### src/rtl/instr_fetch_queue.sv
// Instruction fetch queue: fetches sequential words from the MMU into a
// circular buffer and presents the head entry to the control path.
module instr_fetch_queue #(
    parameter int          DEPTH    = 4,
    parameter logic [31:0] RESET_PC = 32'h0000_0000
) (
    input  logic        clk,
    input  logic        reset_n,
    output logic [31:0] fetch_addr,
    input  logic [31:0] mem_instr,
    input  logic        wait_instr,
    input  logic        instr_segv,
    output logic [31:0] instruction,
    output logic [31:0] instr_pc,
    output logic        instr_valid,
    output logic        instr_fault,
    input  logic        pc_inc,
    input  logic        redirect,
    input  logic [31:0] redirect_pc
);

    localparam int PW = (DEPTH > 1) ? $clog2(DEPTH) : 1;
    localparam logic [PW:0] FULL = (PW + 1)'(DEPTH);

    typedef enum logic {
        RUN,
        FAULTED
    } state_t;

    state_t state;
    state_t state_nxt;

    logic [PW-1:0] rd_ptr;
    logic [PW-1:0] wr_ptr;
    logic [PW:0]   count;

    logic [31:0] q_instr [DEPTH];
    logic [31:0] q_pc    [DEPTH];
    logic        q_fault [DEPTH];

    logic fetching;
    logic accept;
    logic pop;
    logic nonempty;

    assign nonempty = (count != '0);
    assign pop      = pc_inc && nonempty && !redirect;

    always_ff @(posedge clk or negedge reset_n) begin
        if (!reset_n) begin
            state <= RUN;
        end else begin
            state <= state_nxt;
        end
    end

    // A fault marker parks the fetcher until the control path redirects.
    always_comb begin
        state_nxt = state;
        if (redirect) begin
            state_nxt = RUN;
        end else if (accept && instr_segv) begin
            state_nxt = FAULTED;
        end
    end

    always_comb begin
        fetching = (state == RUN) && !redirect;
        accept   = fetching && !wait_instr && ((count != FULL) || pop);
    end

    always_ff @(posedge clk or negedge reset_n) begin
        if (!reset_n) begin
            rd_ptr     <= '0;
            wr_ptr     <= '0;
            count      <= '0;
            fetch_addr <= RESET_PC;
        end else if (redirect) begin
            rd_ptr     <= '0;
            wr_ptr     <= '0;
            count      <= '0;
            fetch_addr <= {redirect_pc[31:2], 2'b00};
        end else begin
            if (accept) begin
                wr_ptr <= wr_ptr + 1'b1;
                if (!instr_segv) begin
                    fetch_addr <= fetch_addr + 32'd4;
                end
            end
            if (pop) begin
                rd_ptr <= rd_ptr + 1'b1;
            end
            if (accept && !pop) begin
                count <= count + 1'b1;
            end else if (pop && !accept) begin
                count <= count - 1'b1;
            end
        end
    end

    // Storage needs no reset: the head is gated by count.
    always_ff @(posedge clk) begin
        if (accept) begin
            q_fault[wr_ptr] <= instr_segv;
            q_pc[wr_ptr]    <= fetch_addr;
            q_instr[wr_ptr] <= instr_segv ? 32'h0 : mem_instr;
        end
    end

    assign instr_valid = nonempty;
    assign instruction = nonempty ? q_instr[rd_ptr] : 32'h0;
    assign instr_pc    = nonempty ? q_pc[rd_ptr] : 32'h0;
    assign instr_fault = nonempty ? q_fault[rd_ptr] : 1'b0;

endmodule

### config.mk
export PLATFORM = sky130hd
export DESIGN_NAME = instr_fetch_queue
export DESIGN_NICKNAME = d
export VERILOG_FILES = /design/src/rtl/instr_fetch_queue.sv
export SDC_FILE = /design/constraint.sdc
export NUM_CORES = 1
export LEC_CHECK = 0
export BUFFER_PORTS_ARGS = -buffer_cell sky130_fd_sc_hd__buf_4
export CORE_UTILIZATION = 39
export CTS_CLUSTER_DIAMETER = 80
export DETAILED_ROUTE_END_ITERATION = 10
export SYNTH_ARGS = -nofsm -noshare
export SYNTH_HDL_FRONTEND = slang
export SYNTH_SLANG_ARGS = --single-unit
### constraint.sdc
create_clock -name clk -period 3.1 [get_ports clk]
set_input_delay 0.31 -clock clk [delete_from_list [all_inputs] [get_ports clk]]
set_output_delay 0.31 -clock clk [all_outputs]
set_load 0.02 [all_outputs]
==> results.py <==
metrics = {
    "detailed_routing": {
        "route.antenna.remaining_nets": 0,
        "wl_um": 25700,
        "drtIter0Drc": 446,
        "drc_errors": 0,
        "first_pass_iters": 5,
        "wl_per_cell_um": 19.7,
        "vias_per_cell": 5.02,
        "num_vias": 6548,
    },
    "clock_tree": {
        "clk_pin_slew_ps": 60,
        "ctsLongestPathBuffers": 3,
        "worstSkewPairLatency_ps": 550,
        "cts-root-buf": "clkbuf_16",
        "htreeDepth": 1,
        "cts_num_sinks": 290,
        "post_cts_resized": 0,
        "cts_tree": "yes",
        "holdBufCountCts": 28,
        "numCtsBuffers": 31,
        "cts_setup_buffers": 0,
    },
    "synth": {
        "yosys_warnings": 0,
        "syn_inst": 691,
        "avgSynthCellArea_um2": 17.4,
        "ys_seq_elements": 290,
        "yosys-top-cells-count": "edfxtp_1, and2_1, mux4_2",
        "ys_types": 48,
        "synth_area_leaders": "edfxtp_1, mux4_2, dfrtp_1",
        "synth_edf_count": 252,
        "synth_top_area_share_pct": 62.9,
        "async_reset_ff_share_pct": 13.1,
        "yosysTopAreaCell": "edfxtp_1",
        "yosysMostFrequentCell": "edfxtp_1",
        "ys.flop_type": "edfxtp_1",
        "seq_area_frac_synth_pct": 70.8,
        "syn_area_mm2": 0.0120,
    },
    "hold_path": {
        "worstHoldStart": "redirect",
        "min_to": "rd_ptr[0]$_DFFE_PN0P_",
        "worstHoldPathCells": 2,
        "hp-class": "in -> reg",
    },
    "critical_path": {
        "reg2reg_to": "count[2]$_DFFE_PN0P_",
        "critical_path_arrival_ps": 2420,
        "start_kind": "register",
        "critPathKind": "reg -> out",
        "reg2reg_depth": 10,
        "r2r_slack_ps": 660,
        "crit_path_max_fanout": 32,
        "cp-end-kind": "primary output",
        "r2r_start": "count[0]$_DFFE_PN0P_",
        "required_ps": 2790,
    },
    "sta": {
        "setup_viol": 0,
        "fin_setup_tns_ps": 0,
        "drv_slew": 0,
        "setup_slack_ps": 370,
        "hold_viol": 0,
        "max_freq_mhz": 366,
        "clock_skew_ps": 13.3,
        "rsz0062_at_grt": "false",
        "tightest_slew_ps": 725,
        "slew_headroom_pct": 51.2,
        "period_needed_ps": 2730,
        "finalCritPeriodShare_pct": 88.1,
    },
    "finish": {
        "n_fill_cell": 2567,
        "area_growth_pct": 26.0,
        "antenna_cells": 0,
        "drive_above_1_share_pct": 33.2,
        "nNetsFinal": 968,
    },
    "floorplan": {
        "dieArea_mm2": 0.0315,
        "rows": 63,
        "coreArea_mm2": 0.0300,
        "start_util_pct": 40.1,
        "die_width_um": 178,
        "die_y_um": 178,
        "io_pins": 168,
    },
    "pwr": {
        "power_density_mw_per_mm2": 762,
        "leakagePower_nw": 5.36,
        "ir_worst_vdd_mv": 0.460,
    },
    "place": {
        "routabilityCongestion": 0.734,
        "dp_hpwl_um": 15600,
        "post-place-ws_ps": 670,
        "placement.io_buffers": 161,
    },
    "grt": {
        "grt_start_max_net_pins": 66,
        "grt_pass1_wl_um": 39200,
        "antenna_found_initial": 0,
        "grt_pass1_vias": 6804,
        "grt_overflow": 0,
        "grt_usage_pct": 16.5,
    },
    "job": {
        "maxCapViolCount": 0,
    },
    "run_status": {
        "status": "completed",
    },
}
[state kept, by name (all words and copies together) (netlist names)]
name / count
fetch_addr: 30
q_fault: 4
rd_ptr: 2
wr_ptr: 2
q_instr: 128
q_pc: 120
state: 1
count: 3
[worst max-delay path by stage]
stage                                startpoint                         end  cells after the start  slack (ps)
after floorplan            count[1]$_DFFE_PN0P_        q_fault[1]$_DFFE_PP_                      4          90
after global placement               instr_segv  fetch_addr[27]$_DFFE_PN0P_                      6         680
after detailed placement   count[0]$_DFFE_PN0P_        count[2]$_DFFE_PN0P_                     10         670
after CTS                 rd_ptr[0]$_DFFE_PN0P_                 instr_fault                      4         290
after global routing      rd_ptr[0]$_DFFE_PN0P_                 instr_fault                      4         250
final                     rd_ptr[0]$_DFFE_PN0P_                 instr_fault                      4         370
[power by group]
part	leakage, nW	internal (mW)	switching (mW)	total [mW]
clock	0.500	2.31	1.45	3.76
combinational	2.08	1.46	1.61	3.07
sequential	2.78	4.48	0.228	4.71
total	5.36	8.26	3.29	11.5
[layout by cell type, fill, tap and decap left out, types with 7 or more instances in the layout]
cell type      Yosys  layout
clkbuf_16          0      31
o21ai_0           21      21
buf_4              4     169
buf_12             0      11
mux4_2            63      63
edfxtp_1         252     252
nand4_1            8       8
and2_1            68      64
dlygate4sd3_1      0      28
nand3_1           13      13
nor2_1            13      13
xor2_1            24      24
o21ai_1            8       8
nand2_1           38      38
nor2b_1           31      31
clkbuf_1          26       7
dfrtp_1           38      36
[critical path, cell delays in order (launching register included)]
cell,delay [ps]
dfrtp_4,630
buf_12,320
mux4_2,530
and2_1,210
buf_4,170
[per-stage QoR]
stage	cell area, um2	hold slack [ps]	power, mW	utilization [%]	instances
3_5_place_dp	13800	329	7.91	46.2	1221
6_report	15100	36.1	11.5	50.6	1304
5_1_grt	15100	34.8	12.1	50.6	1304
4_1_cts	15100	8.03	11.7	50.6	1304
3_3_place_gp	13800	335	7.89	46.2	1221
2_1_floorplan	12000	14.4	6.63	-	694
[layer usage]
layer / vias to the layer above / share of wire (%) / GRT usage, %
li1: 3058 / - / -
met5: - / 0 / 0
met2: 160 / 48 / 27.1
met4: 0 / 1.5 / 3.60
met3: 41 / 4.1 / 2.51
met1: 3289 / 46 / 23.3
[cell families (layout without fill, tap and decap cells)]
group | Yosys count | in the layout | share of synthesized area [%]
AO/OA/AOI/OAI | 46 | 46 | 2.32
XOR/XNOR | 30 | 30 | 2.19
adder cells (fa/ha/maj) | 6 | 6 | 0.687
buffers and inverters | 48 | 268 | 1.78
flip-flops | 290 | 290 | 70.8
multiplexers | 66 | 66 | 12.0
other | 1 | 4 | 0.0312
AND/OR/NAND/NOR | 204 | 204 | 10.1
[layout make-up]
cell class / count / area [um2] / share of cell area (%)
clock buffers: 38 / 802 / 5.29
clock inverters: 17 / 230 / 1.52
inverters: 5 / 18.8 / 0.124
multi-input cells: 356 / 3310 / 21.9
flip-flops and latches: 290 / 8530 / 56.3
well taps: 390 / 488 / 3.22
repair buffers: 208 / 1770 / 11.7
Power figures use the tool's default switching activity.
